File: src/rtl/reg_share_arbiter_pkg.sv
// Shared definitions for the register-sharing arbiter: FSM state encoding
// and a ceiling-log2 helper used to size indices and counters.
package reg_share_arbiter_pkg;

  typedef enum logic {
    ST_IDLE  = 1'b0,
    ST_GRANT = 1'b1
  } state_e;

  // Ceiling log2; returns 0 for values <= 1.
  function automatic int clog2(input int value);
    int result;
    int v;
    result = 0;
    v      = value - 1;
    while (v > 0) begin
      result = result + 1;
      v      = v >> 1;
    end
    return result;
  endfunction

endpackage

File: src/rtl/reg_share_arbiter_shared_reg_word.sv
// One W-bit word of async-reset flops; loads d whenever en is high and
// otherwise holds its contents.
module shared_reg_word #(
  parameter int W = 8
) (
  input  logic         clk,
  input  logic         rst,
  input  logic         en,
  input  logic [W-1:0] d,
  output logic [W-1:0] q
);

  logic [W-1:0] word_q;
  logic [W-1:0] word_d;

  // Load-enable mux in front of the storage flops.
  always_comb begin
    word_d = word_q;
    if (en) begin
      word_d = d;
    end
  end

  // Storage flops, cleared asynchronously by the active-low reset.
  always_ff @(posedge clk or negedge rst) begin
    if (!rst) begin
      word_q <= '0;
    end else begin
      word_q <= word_d;
    end
  end

  assign q = word_q;

endmodule

File: src/rtl/reg_share_arbiter.sv
// Round-robin arbiter sharing one W-bit register among N requesters.
// A grant lasts one write cycle, or up to MAX_BURST cycles while the owner
// keeps req and lock asserted. Grants to different owners are always
// separated by one idle cycle, and a released owner drops to lowest priority.
module reg_share_arbiter
  import reg_share_arbiter_pkg::*;
#(
  parameter  int N         = 4,
  parameter  int W         = 8,
  parameter  int MAX_BURST = 4,
  localparam int IDW       = clog2(N)
) (
  input  logic           clk,
  input  logic           rst,
  input  logic [N-1:0]   req,
  input  logic [N-1:0]   lock,
  input  logic [N*W-1:0] wdata,
  output logic [N-1:0]   gnt,
  output logic [IDW-1:0] owner_id,
  output logic [W-1:0]   q,
  output logic           q_vld,
  output logic           busy
);

  localparam int             BCW        = (MAX_BURST > 1) ? clog2(MAX_BURST) : 1;
  localparam logic [BCW-1:0] BURST_LAST = BCW'(MAX_BURST - 1);
  localparam logic [IDW-1:0] LAST_ID    = IDW'(N - 1);

  state_e         state_q, state_d;
  logic [IDW-1:0] ptr_q, ptr_d;
  logic [IDW-1:0] owner_id_q, owner_id_d;
  logic [BCW-1:0] burst_cnt_q, burst_cnt_d;
  logic [N-1:0]   gnt_q, gnt_d;
  logic           q_vld_q, q_vld_d;

  logic [IDW-1:0] winner;
  logic           stay;
  logic           wr_en;
  logic [W-1:0]   wr_data;

  // Rotating-priority pick: first set request scanning ptr, ptr+1, ... mod N.
  always_comb begin
    logic           found;
    logic [IDW-1:0] cand;
    winner = ptr_q;
    found  = 1'b0;
    cand   = '0;
    for (int k = 0; k < N; k++) begin
      if (int'(ptr_q) + k >= N) begin
        cand = IDW'(int'(ptr_q) + k - N);
      end else begin
        cand = IDW'(int'(ptr_q) + k);
      end
      if (!found && req[cand]) begin
        winner = cand;
        found  = 1'b1;
      end
    end
  end

  // Owner keeps the register only while it still requests with lock and has burst budget left.
  always_comb begin
    stay = req[owner_id_q] & lock[owner_id_q] & (burst_cnt_q < BURST_LAST);
  end

  // Select the current owner's write data.
  always_comb begin
    wr_data = '0;
    for (int i = 0; i < N; i++) begin
      if (owner_id_q == IDW'(i)) begin
        wr_data = wdata[i*W +: W];
      end
    end
  end

  // Next-state logic for the IDLE/GRANT FSM.
  always_comb begin
    state_d = state_q;
    case (state_q)
      ST_IDLE:  if (|req) state_d = ST_GRANT;
      ST_GRANT: if (!stay) state_d = ST_IDLE;
    endcase
  end

  // Output and bookkeeping updates driven by the current state.
  always_comb begin
    ptr_d       = ptr_q;
    owner_id_d  = owner_id_q;
    burst_cnt_d = burst_cnt_q;
    gnt_d       = gnt_q;
    q_vld_d     = (state_q == ST_GRANT);
    case (state_q)
      ST_IDLE: begin
        if (|req) begin
          owner_id_d  = winner;
          gnt_d       = {{(N-1){1'b0}}, 1'b1} << winner;
          burst_cnt_d = '0;
        end else begin
          gnt_d = '0;
        end
      end
      ST_GRANT: begin
        if (stay) begin
          burst_cnt_d = burst_cnt_q + 1'b1;
        end else begin
          ptr_d = (owner_id_q == LAST_ID) ? '0 : owner_id_q + 1'b1;
          gnt_d = '0;
        end
      end
    endcase
  end

  // State and control registers, cleared asynchronously by the active-low reset.
  always_ff @(posedge clk or negedge rst) begin
    if (!rst) begin
      state_q     <= ST_IDLE;
      ptr_q       <= '0;
      owner_id_q  <= '0;
      burst_cnt_q <= '0;
      gnt_q       <= '0;
      q_vld_q     <= 1'b0;
    end else begin
      state_q     <= state_d;
      ptr_q       <= ptr_d;
      owner_id_q  <= owner_id_d;
      burst_cnt_q <= burst_cnt_d;
      gnt_q       <= gnt_d;
      q_vld_q     <= q_vld_d;
    end
  end

  assign wr_en = (state_q == ST_GRANT);

  shared_reg_word #(
    .W (W)
  ) u_word (
    .clk (clk),
    .rst (rst),
    .en  (wr_en),
    .d   (wr_data),
    .q   (q)
  );

  assign gnt      = gnt_q;
  assign owner_id = owner_id_q;
  assign q_vld    = q_vld_q;
  assign busy     = (state_q == ST_GRANT);

endmodule

File: config.mk
export PLATFORM = sky130hd
export DESIGN_NAME = reg_share_arbiter
export DESIGN_NICKNAME = d
export VERILOG_FILES = /design/src/rtl/reg_share_arbiter_pkg.sv /design/src/rtl/reg_share_arbiter_shared_reg_word.sv /design/src/rtl/reg_share_arbiter.sv
export SDC_FILE = /design/constraint.sdc
export NUM_CORES = 1
export LEC_CHECK = 0
export BUFFER_PORTS_ARGS = -buffer_cell sky130_fd_sc_hd__buf_2
export CORE_MARGIN = 10
export CORE_UTILIZATION = 40
export CTS_BUF_LIST = sky130_fd_sc_hd__clkbuf_16
export DETAILED_ROUTE_END_ITERATION = 6
export PLACE_DENSITY = 0.73
export SYNTH_ARGS = -nofsm -noshare
export SYNTH_HDL_FRONTEND = slang
export SYNTH_SLANG_ARGS = --single-unit
export TNS_END_PERCENT = 50
File: constraint.sdc
create_clock -name clk -period 4.2 [get_ports clk]
set_input_delay 0.21 -clock clk [delete_from_list [all_inputs] [get_ports clk]]
set_output_delay 0.21 -clock clk [all_outputs]
set_load 0.02 [all_outputs]
==> results.md <==
* DRC at 0
* Seq cells post-synth at 20
* YS warnings at 0
* Fillers at between 200 and 300
* Crit Path Category: reg2reg
* Antenna Nets Post-Route at 0
* Hold Crit Class: in2reg
* Gp weighted congestion at 0.8018
* Tightest Pin Transition at between 0.6 and 0.7 ns
* Largest delay share family, worst path: compound AO/OA/AOI/OAI gates
* Hold_sp: wdata[24]
* RR Startpoint: owner_id[1]$_DFFE_PN0P_
* Syn_nets at 180
* Routed WL per cell at roughly 16 microns
* I/O Pins at 58
* Starting Density at a little over two fifths
* Layout Cells excl Fill at ~220
* Met2 Use GR at roughly 22%
* CTS tree: yes
* Asr flop ratio synth at 100.0%
* Slowest CP cell: ha_1
* Max incr delay on CP at ~0.45 ns
* Clock Path Buffers at 2
* Synth top area share at 40.98%
* First-pass GRT wire length at slightly below 6000 microns
* Placed insts at about 210
* Period utilisation layout at a little over two fifths
* Syn-to-layout area delta at 31.35%
* Area of the mapped netlist at 1221 sq um
* Static leakage at 0.8014 nW
* Post-CTS sizing at 0
* Top_reg_cell synth: dfrtp_1
* Antenna Cells at 0
* Sequential share of the synthesized area at between 40% and 50%
* Final Cell Area at approximately 1600 sq um
* Distinct cells, synth at 29
* Share of layout cells above drive strength 1 at between 30% and 40%
* GR Util met1 at between 10% and 20%
* Core ar. at ~2800 sq um
* Critical path origin: owner_id[1]$_DFFE_PN0P_
* Clk root buf: clkbuf_16
* Vias in the first global route at approximately 1200
* Final hold viol count at 0
* Grt ovf at 0
* Crit path buf inv count at 1
* Die area at between 5000 and 6000 sq um
* CP Cell Sequence: inv_1, ha_1, nor2b_1, a221oi_1, a211o_1, a31oi_1
* Clk_skew at 0.001004 ns
* Placed cell areas at 1519 sq um
* Worst vdd ir at between 200 and 300 uV
* Leading area contributor after synthesis: dfrtp_1
* Worst slack, placed at between 2 and 2.5 ns
* Reg clk slew, reported paths at approximately 0.05 ns
* Largest net degree at the start of global routing at 23
* Latest clock arrival within the worst-skew pair at about 0.25 ns
* Final TNS setup at 0 ns
* MaxCap Viol Count at 0
* Hpwl dp at approximately 3000 microns
* Vert. Die Dim at roughly 75 microns
* Final min period at roughly 1.8 ns
* Syn Inst Count at 133
* Final Worst Setup Slack at around 2.4 ns
* I/O Buffers at between 50 and 60
* GR Util met3 at ~2.6%
* Unrepaired setup endpoints after global routing: false
* FF-to-FF setup slack at around 2.4 ns
* Number of flops mapped to enable cells by yosys at 0
* Sink Count at 20
* Layer carrying the most global-route usage: met2
* Initial DRC Count at around 110
* Initial antenna violation count at 0
* Setup violators final at 0
* Worst setup EP type: flip-flop
* Vias per cell at about 5.5
* Crit path DAT at roughly 1.9 ns
* DRT Pass-1 Iters at 4
* Relative slew slack at a little under three fifths
* Via Count at 1197
* Htree depth at 1
* Most common cell in the netlist: dfrtp_1
* Fmax at between 500 and 600 MHz
* CP required at roughly 4.3 ns
* Rows at 19
* Avg Cell Area, Syn at 9.182 sq um
* Pwr dens at between 700 and 800 nW/um^2
* Total wire length at between 3000 and 4000 microns
* Nets at about 240
* Outcome: complete, no violations
* Total GRT Usage at between 10% and 20%
* Synth top cells by count: 20 x dfrtp_1, 15 x nand2_1, 12 x nor2_1
* Worst-path maximum fanout at 16
* Die X at 75.26 microns
* CTS buffer count at 3
* Max-slew violations at 0
* Synth top area cells: dfrtp_1 41%, a211o_1 6.5%, a221oi_1 5.7%, ha_1 5.1%, nand2_1 4.6%
* Startpoint types: flip-flop
[tightest hold or removal path, cell delays in order]
cell and delay, ns:
buf_2 0.09, nand2_1 0.05, a31oi_1 0.07
[cell families after synthesis]
family	share of synthesized area [%]
buffers and inverters	6.148
AOI/OAI and AO/OA	25.41
DFF	40.98
adders and majority gates	5.123
and+or+nand+nor	17.01
muxes	5.328
[through the flow]
step,power [mW],util [%],hold slack [ns]
2_1_floorplan,0.8397,-,-0.08559
3_3_place_gp,1.014,53.69,0.1699
3_5_place_dp,1.047,53.69,0.1719
4_1_cts,1.240,56.70,0.2133
5_1_grt,1.331,56.70,0.2174
6_report,1.230,56.70,0.2191
[where the power goes]
part           switching (mW)  internal (mW)  total, mW
combinational           0.381          0.277      0.658
sequential             0.0955          0.289      0.385
clock                  0.0629          0.125      0.188
[registers in the layout, summed over array words and instances (netlist names)]
name	cells
gnt	4
burst_cnt_q	2
ptr_q	2
u_word.q	8
q_vld	1
busy	1
owner_id	2
[layer usage]
| layer | share of wire [%] | vias up |
|---|---|---|
| li1 | - | 584 |
| met1 | 39 | 579 |
| met2 | 53 | 32 |
| met3 | 7.0 | 2 |
| met4 | 0.95 | 0 |
| met5 | 0 | - |
[placed cells by master (no fill, tap or decap), types with 5 or more instances in the layout]
cell	instances
nand2_1	15
a221oi_1	8
nor2_1	12
ha_1	5
nor2b_1	9
a211o_1	9
buf_2	57
clkinv_1	7
dfrtp_1	20
inv_1	5
a31oi_1	8
[what timing repair did]
action / 4_1_cts / 5_1_grt
hold buffers: 1 / 0
setup buffers: 0 / 0
endpoints found under the hold margin: 20 / 0
endpoints found under the setup margin: 0 / 0
[worst paths after layout]
path | end | cells past startpoint
worst max-delay path | u_word.q[5]$_DFFE_PN0P_ | 6
worst min-delay path | u_word.q[0]$_DFFE_PN0P_ | 3
worst max register to register | u_word.q[5]$_DFFE_PN0P_ | 6
worst min register to register | burst_cnt_q[0]$_DFFE_PN0P_ | 1
max in group asynchronous | gnt[3]$_DFFE_PN0P_ | 2
min in group asynchronous | u_word.q[7]$_DFFE_PN0P_ | 2
[cell type report]
cell class | count | area [sq um] | share of cell area [%]
multi-input combinational | 93 | 645.6 | 40.25
sequential | 20 | 500.5 | 31.20
timing repair buffer | 58 | 295.3 | 18.41
clock buffer | 3 | 75.07 | 4.680
inverter | 13 | 48.80 | 3.042
tap | 31 | 38.79 | 2.418
Power figures use the tool's default switching activity.
